--- config.mk ---
export PLATFORM = sky130hd
export DESIGN_NAME = if_id_elastic
export DESIGN_NICKNAME = d
export VERILOG_FILES = /design/src/rtl/if_id_elastic.sv
export SDC_FILE = /design/constraint.sdc
export NUM_CORES = 1
export LEC_CHECK = 0
export ABC_AREA = 1
export BUFFER_PORTS_ARGS = -buffer_cell sky130_fd_sc_hd__buf_2
export CAP_MARGIN = 5
export CORE_MARGIN = 1.5
export CORE_UTILIZATION = 55
export CTS_CLUSTER_SIZE = 20
export DETAILED_ROUTE_END_ITERATION = 10
export PLACE_DENSITY_LB_ADDON = 0.25
export SYNTH_ARGS = -nofsm -noshare
export SYNTH_HDL_FRONTEND = slang
export SYNTH_SLANG_ARGS = --single-unit
--- constraint.sdc ---
create_clock -name i_clk -period 2.1 [get_ports i_clk]
set_clock_uncertainty 0.2 [all_clocks]
set_input_delay 0.21 -clock i_clk [delete_from_list [all_inputs] [get_ports i_clk]]
set_output_delay 0.21 -clock i_clk [all_outputs]
set_load 0.1 [all_outputs]
--- src/rtl/if_id_elastic.sv ---
// Elastic IF/ID stage: main entry plus one skid entry behind a valid/ready handshake,
// with flush-to-bubble, hazard stall and a saturating bubble-cycle counter.
module if_id_elastic #(
   parameter int                  PC_SIZE   = 32,
   parameter int                  BUS_SIZE  = 32,
   parameter logic [BUS_SIZE-1:0] NOP_INSTR = '0,
   parameter int                  CNT_WIDTH = 16
) (
   input  logic                 i_clk,
   input  logic                 i_reset_n,
   input  logic                 i_flush,
   input  logic                 i_stall,
   input  logic                 i_valid,
   output logic                 o_ready,
   input  logic [PC_SIZE-1:0]   i_next_seq_pc,
   input  logic [BUS_SIZE-1:0]  i_instruction,
   output logic                 o_valid,
   input  logic                 i_ready,
   output logic [PC_SIZE-1:0]   o_next_seq_pc,
   output logic [BUS_SIZE-1:0]  o_instruction,
   output logic [1:0]           o_occupancy,
   output logic [CNT_WIDTH-1:0] o_bubble_count,
   input  logic                 i_count_clear
);

   typedef enum logic [1:0] {
      ST_EMPTY = 2'd0,
      ST_ONE   = 2'd1,
      ST_FULL  = 2'd2
   } state_t;

   state_t               state_q, state_d;
   logic [BUS_SIZE-1:0]  main_instr_q, main_instr_d;
   logic [PC_SIZE-1:0]   main_pc_q, main_pc_d;
   logic [BUS_SIZE-1:0]  skid_instr_q, skid_instr_d;
   logic [PC_SIZE-1:0]   skid_pc_q, skid_pc_d;
   logic [CNT_WIDTH-1:0] bubble_q, bubble_d;
   logic                 push;
   logic                 pop;

   // Handshake flags depend only on registered state, never on i_ready.
   assign o_ready = (state_q != ST_FULL);
   assign o_valid = (state_q != ST_EMPTY);
   assign push    = i_valid & o_ready;
   assign pop     = o_valid & i_ready & ~i_stall;

   always_comb begin
      state_d      = state_q;
      main_instr_d = main_instr_q;
      main_pc_d    = main_pc_q;
      skid_instr_d = skid_instr_q;
      skid_pc_d    = skid_pc_q;
      if (i_flush) begin
         state_d      = ST_EMPTY;
         main_instr_d = NOP_INSTR;
         main_pc_d    = '0;
         skid_instr_d = NOP_INSTR;
         skid_pc_d    = '0;
      end else begin
         case (state_q)
            ST_EMPTY: begin
               if (push) begin
                  state_d      = ST_ONE;
                  main_instr_d = i_instruction;
                  main_pc_d    = i_next_seq_pc;
               end
            end
            ST_ONE: begin
               if (push && pop) begin
                  main_instr_d = i_instruction;
                  main_pc_d    = i_next_seq_pc;
               end else if (push) begin
                  state_d      = ST_FULL;
                  skid_instr_d = i_instruction;
                  skid_pc_d    = i_next_seq_pc;
               end else if (pop) begin
                  state_d = ST_EMPTY;
               end
            end
            ST_FULL: begin
               if (pop) begin
                  state_d      = ST_ONE;
                  main_instr_d = skid_instr_q;
                  main_pc_d    = skid_pc_q;
               end
            end
            default: state_d = ST_EMPTY;
         endcase
      end
   end

   always_comb begin
      bubble_d = bubble_q;
      if (i_count_clear) begin
         bubble_d = '0;
      end else if (!o_valid && (bubble_q != {CNT_WIDTH{1'b1}})) begin
         bubble_d = bubble_q + {{(CNT_WIDTH-1){1'b0}}, 1'b1};
      end
   end

   always_ff @(posedge i_clk or negedge i_reset_n) begin
      if (!i_reset_n) begin
         state_q      <= ST_EMPTY;
         main_instr_q <= NOP_INSTR;
         main_pc_q    <= '0;
         skid_instr_q <= NOP_INSTR;
         skid_pc_q    <= '0;
         bubble_q     <= '0;
      end else begin
         state_q      <= state_d;
         main_instr_q <= main_instr_d;
         main_pc_q    <= main_pc_d;
         skid_instr_q <= skid_instr_d;
         skid_pc_q    <= skid_pc_d;
         bubble_q     <= bubble_d;
      end
   end

   always_comb begin
      case (state_q)
         ST_ONE:  o_occupancy = 2'd1;
         ST_FULL: o_occupancy = 2'd2;
         default: o_occupancy = 2'd0;
      endcase
   end

   assign o_instruction  = o_valid ? main_instr_q : NOP_INSTR;
   assign o_next_seq_pc  = main_pc_q;
   assign o_bubble_count = bubble_q;

endmodule

==> results of run 1 <==
[routing by layer]
metal	share of wire, %	wire length (um)	GRT usage [%]	up-vias
met1	42	8570	39.0	3378
met2	50	9990	49.7	305
met5	0	0	0	-
met3	5.5	1120	4.94	45
met4	2.5	495	11.0	0
li1	-	-	-	3417
[per-stage QoR]
stage / TNS (ps) / power (W) / utilization [%] / instances / setup WS (ps)
CTS: 0 / 0.0102 / 75.6 / 1328 / 24.6
global route: 0 / 0.0106 / 75.6 / 1328 / 2.84
detailed placement: 0 / 0.00692 / 64.7 / 1230 / 219
global placement: 0 / 0.00686 / 64.7 / 1230 / 286
finish: 0 / 0.0102 / 75.6 / 1328 / 55.1
floorplan: -7630 / 0.00626 / - / 944 / -251
[repair_timing]
action	CTS	global route
setup endpoints to repair	32	30
gates cloned	1	0
hold endpoints to repair	186	0
resized for setup	33	1
hold buffers	67	0
setup buffers	0	0
[kinds of logic after synthesis]
group           share of synthesized area, %
simple gates                            27.7
buf+inv                                 10.6
flops                                   50.4
compound gates                          10.7
xor+xnor                               0.483
fa+ha+maj                              0.173
[layout by cell type, fill, tap and decap left out, drive strengths merged]
cell type / instances
nand2: 259
buf: 174
dfrtp: 146
nor2: 121
inv: 115
nand3: 80
dlygate4sd3: 67
o21ai: 67
o22ai: 63
clkbuf: 25
nand4: 16
o21bai: 4
xor2: 4
bufinv: 3
or2: 2
clkinv: 2
clkinvlp: 1
o211ai: 1
nor3: 1
and2: 1
nand3b: 1
a21oi: 1
ha: 1
bufbuf: 1
[critical path, cell delays in order, from the launching register on]
cell and delay [ps]:
dfrtp_1 420, nor2_4 240, buf_12 210, nor2_1 80, buf_4 240
[registers in the layout (all words and copies together), names as in the netlist]
signal / flops
o_next_seq_pc: 32
main_instr_q: 32
state_q: 2
o_bubble_count: 16
skid_instr_q: 32
skid_pc_q: 32
[worst paths after layout]
kind	from	end	slack, ps	depth (start not counted)
max	state_q[1]$_DFFE_PN0P_	o_instruction[11]	60	4
min	i_flush	skid_pc_q[8]$_DFFE_PN0P_	110	4
max reg2reg	o_bubble_count[0]$_DFFE_PN0P_	o_bubble_count[13]$_DFFE_PN0P_	190	9
min reg2reg	o_next_seq_pc[14]$_DFFE_PN0P_	o_next_seq_pc[14]$_DFFE_PN0P_	290	2
max in group asynchronous	i_reset_n	state_q[0]$_DFFE_PN0P_	900	3
min in group asynchronous	i_reset_n	o_bubble_count[9]$_DFFE_PN0P_	150	2
[area by class of cell]
| class | instances | area [um2] |
|---|---|---|
| flip-flops and latches | 146 | 3680 |
| clock inverters | 5 | 100 |
| repair buffers | 242 | 1840 |
| multi-input cells | 622 | 2860 |
| fillers | 943 | 3100 |
| clock buffers | 25 | 495 |
| inverters | 116 | 439 |
| well taps | 172 | 215 |
[report_power, final]
part           switching (W)  internal, W  leakage (nW)
clock                0.00110      0.00198         0.293
sequential          0.000262      0.00322          1.88
combinational        0.00282     0.000787          2.90
total                0.00418      0.00599          5.07
==> flow_summary.json, run 1 <==
{
  "dp_hpwl_mm": 11.7,
  "p_per_area_nw_per_um2": 1060,
  "power_leakage_nw": 5.07,
  "fin_crit_sh_pct": 97.4,
  "ys.flop_type": "dfrtp_1",
  "vias": 7145,
  "grt_pass1_vias": 6916,
  "arrival_ps": 1630,
  "syn-num-nets": 1016,
  "grt_antenna_before_repair": 0,
  "gp_congestion": 0.853,
  "worst_pin_slew_ps": 522,
  "min-delay-path-class": "primary input to register",
  "cts_tree": "done",
  "initial_utilization_pct": 57.0,
  "yosys_warnings": 0,
  "syn_to_final_growth_pct": 32.7,
  "io_pins": 155,
  "path_clk_slew_ps": 60,
  "postRouteAntennaNets": 0,
  "max_cap_violations": 0,
  "dr.pass1.iters": 5,
  "yosysUniqueCellTypes": 28,
  "synth_seq_cells": 146,
  "holdWs_ps": 110,
  "crit_type": "register to primary output",
  "vias_per_cell": 5.38,
  "cts_max_level": 4,
  "drive_above_1_share_pct": 20.3,
  "wl_mm": 20.2,
  "cp_max_fo": 31,
  "vdd_drop_max_v": 0.000682,
  "period_minus_slack_ps": 2040,
  "cts_root_buffer": "clkbuf_16",
  "finalInstanceArea_um2": 9620,
  "die_y_um": 118,
  "numClockSinks": 146,
  "synth_cells": 944,
  "yosysSeqAreaShare_pct": 50.4,
  "slew_headroom_pct": 65.2,
  "yosysMostFrequentCell": "nand2_1",
  "synth-edff-count": 0,
  "fmax_ghz": 0.489,
  "track_usage_pct": 29.7,
  "core_um2": 12700,
  "drt_iter0_markers": 598,
  "cts.path.max_buffers": 2,
  "fin_nets": 1217,
  "avgSynthCellArea_um2": 7.68,
  "syn_area_um2": 7250,
  "async_reset_ff_share_pct": 100,
  "grt_pass1_wl_mm": 33.4,
  "wl_per_cell_um": 15.2,
  "finalHoldViolations": 0,
  "slew_violations": 0,
  "ys_top_cells_by_count": "257 x nand2_1, 146 x dfrtp_1, 116 x nor2_1",
  "die_x_um": 118,
  "numCtsBuffers": 17,
  "dieArea_um2": 13900,
  "grt_max_degree": 65,
  "yosys.area.top_type": "dfrtp_1",
  "cp-start-kind": "register",
  "fp-row-count": 41,
  "synthDominantCellAreaShare_pct": 50.4,
  "required_ps": 1690,
  "antennaDiodeCount": 0,
  "setup_violations": 0,
  "portBuffers": 154,
  "dpl-instance-area_um2": 8230,
  "drcViolationCount": 0,
  "rsz0062_at_grt": "false",
  "endpoint_kind": "primary output",
  "synth_area_leaders": "dfrtp_1 50%, nand2_1 13%, nor2_1 6.0%, inv_1 5.9%, nand3_1 5.5%",
  "overflow": 0,
  "status": "finished clean",
  "clk-insertion-delay-late_ps": 410
}
(Power assumes the default switching activity.)
==> run 2, diff against run 1 <==
Settings changed: GPL_TIMING_DRIVEN set to 0.
==> run 2 against run 1 <==
Against the previous run: largest power group unchanged; worst setup slack better by 19 ps; power is 0.49% lower; count of clock-buffer cells in the layout grew 3; die area unchanged; sequential power about the same; global-route usage increased by 0.23 points; clock power fell by 5%; flip-flop and latch count did not move; highest routed layer unchanged; largest cell class unchanged.
==> flow_summary.json, run 2 (synthesized netlist as in run 1, its figures left out) <==
{
  "wl_mm": 20.2,
  "initial_utilization_pct": 57.0,
  "grt_max_degree": 81,
  "dieArea_um2": 13900,
  "cp_max_fo": 10,
  "fin_nets": 1264,
  "status": "finished clean",
  "max_cap_violations": 0,
  "min-delay-path-class": "primary input to asynchronous set/reset pin",
  "antennaDiodeCount": 0,
  "grt_antenna_before_repair": 0,
  "dpl-instance-area_um2": 8320,
  "dp_slack_ps": 7.60,
  "cp-start-kind": "register",
  "track_usage_pct": 29.9,
  "overflow": 0,
  "period_minus_slack_ps": 2030,
  "postRouteAntennaNets": 0,
  "power_leakage_nw": 5.13,
  "final_cell_mix": "257 x nand2_1, 130 x dfrtp_1, 127 x buf_2, 115 x nor2_1, 112 x inv_1",
  "fin_crit_sh_pct": 96.5,
  "cts_root_buffer": "clkbuf_16",
  "gp_congestion": 0.888,
  "worstPathCellList": "nor2_4 > clkbuf_4 > nor2_1 > clkbuf_4",
  "required_ps": 1690,
  "endpoint_kind": "primary output",
  "layout_setup_ws_ps": 74.4,
  "grt_pass1_vias": 7004,
  "critical-path-slowest-cell": "dfrtp_1",
  "crit_type": "register to primary output",
  "clk-insertion-delay-late_ps": 420,
  "vdd_drop_max_v": 0.000756,
  "grt_pass1_wl_mm": 33.5,
  "cpMostUsedCell": "clkbuf_4",
  "p_comb_share_pct": 36.8,
  "p_seq_share_pct": 34.3,
  "drcViolationCount": 0,
  "clkPwrFrac_pct": 28.9,
  "dr.pass1.iters": 5,
  "cts_max_level": 4,
  "finalHoldViolations": 0,
  "syn_to_final_growth_pct": 34.5,
  "p_sw_share_pct": 41.8,
  "core_um2": 12700,
  "slew_headroom_pct": 58.6,
  "portBuffers": 154,
  "setup_violations": 0,
  "die_y_um": 118,
  "numClockSinks": 146,
  "drive_above_1_share_pct": 20.9,
  "cpPeakStageDelay_ps": 440,
  "drt_iter0_markers": 567,
  "internal-power_w": 0.00589,
  "cts_tree": "done",
  "cpLargestDelayFamily": "buffers and inverters",
  "vias": 7335,
  "numCtsBuffers": 17,
  "vias_per_cell": 5.33,
  "io_pins": 155,
  "final_common_cell": "nand2_1",
  "path_buf_inv": 2,
  "p_switching_w": 0.00423,
  "rsz0062_at_grt": "false",
  "finalInstanceArea_um2": 9750,
  "wl_per_cell_um": 14.6,
  "p_per_area_nw_per_um2": 1040,
  "slew_violations": 0,
  "fmax_ghz": 0.494,
  "die_x_um": 118,
  "fp-row-count": 41,
  "path_clk_slew_ps": 60,
  "dp_hpwl_mm": 12.2,
  "arrival_ps": 1620,
  "worst_pin_slew_ps": 622,
  "cts.path.max_buffers": 2
}
-- run 2: layout make-up --
cell class	count	area, um2
plain buffers	60	353
clock buffers	28	527
clock inverters	4	45.0
fillers	984	2970
inverters	116	439
multi-input cells	622	2860
flip-flops and latches	146	3680
well taps	172	215
repair buffers	229	1630
-- run 2: layer usage --
layer	track usage, %	part of all wire, %	vias to the layer above	wire [um]
li1	-	-	3517	-
met1	40.1	43	3441	8640
met2	48.3	48	324	9680
met3	5.38	6.1	53	1240
met4	12.3	3.0	0	607
met5	0	0	-	0
-- run 2: what timing repair did --
item | CTS | global route
endpoints found under the setup margin | 34 | 72
pin swaps | 1 | 3
hold buffers | 67 | 0
gates resized for setup | 33 | 20
endpoints found under the hold margin | 138 | 0
setup buffers | 1 | 6
-- run 2: final timing paths --
| check | start | to | slack [ps] | cells past startpoint |
|---|---|---|---|---|
| worst max-delay path | state_q[0]$_DFFE_PN0P_ | o_instruction[4] | 70 | 4 |
| worst min-delay path | i_reset_n | o_bubble_count[9]$_DFFE_PN0P_ | 160 | 2 |
| worst max register to register | o_bubble_count[0]$_DFFE_PN0P_ | o_bubble_count[4]$_DFFE_PN0P_ | 110 | 9 |
| worst min register to register | main_instr_q[16]$_DFFE_PN0P_ | main_instr_q[16]$_DFFE_PN0P_ | 280 | 2 |
| max in group asynchronous | i_reset_n | skid_instr_q[5]$_DFFE_PN0P_ | 760 | 3 |
| min in group i_clk | i_flush | state_q[1]$_DFFE_PN0P_ | 190 | 4 |
-- run 2: power by group through the flow --
stage / Combinational, W / Clock [W] / Sequential (W)
2_1_floorplan: 0.00178 / 0 / 0.00448
3_3_place_gp: 0.00345 / 0 / 0.00349
3_5_place_dp: 0.00348 / 0 / 0.00350
4_1_cts: 0.00366 / 0.00295 / 0.00346
5_1_grt: 0.00393 / 0.00310 / 0.00352
6_report: 0.00373 / 0.00292 / 0.00347
-- run 2: per-stage QoR --
| stage | TNS [ps] | util, % | cells | power (W) | hold slack, ps |
|---|---|---|---|---|---|
| 3_5_place_dp | 0 | 65.4 | 1271 | 0.00699 | 43.4 |
| 3_3_place_gp | -215800 | 65.1 | 1270 | 0.00694 | 265 |
| 5_1_grt | 0 | 76.6 | 1377 | 0.0106 | 211 |
| 2_1_floorplan | -7630 | - | 944 | 0.00626 | -286 |
| 6_report | 0 | 76.6 | 1377 | 0.0101 | 157 |
| 4_1_cts | 0 | 75.8 | 1371 | 0.0101 | 79.9 |
-- run 2: worst reg2reg max path, delay by kind of cell (launching register included) --
kind | cells | cell delay [ps]
flip-flops | 1 | 510
buffers and inverters | 2 | 360
AND/OR/NAND/NOR | 6 | 650
adder cells (fa/ha/maj) | 1 | 190
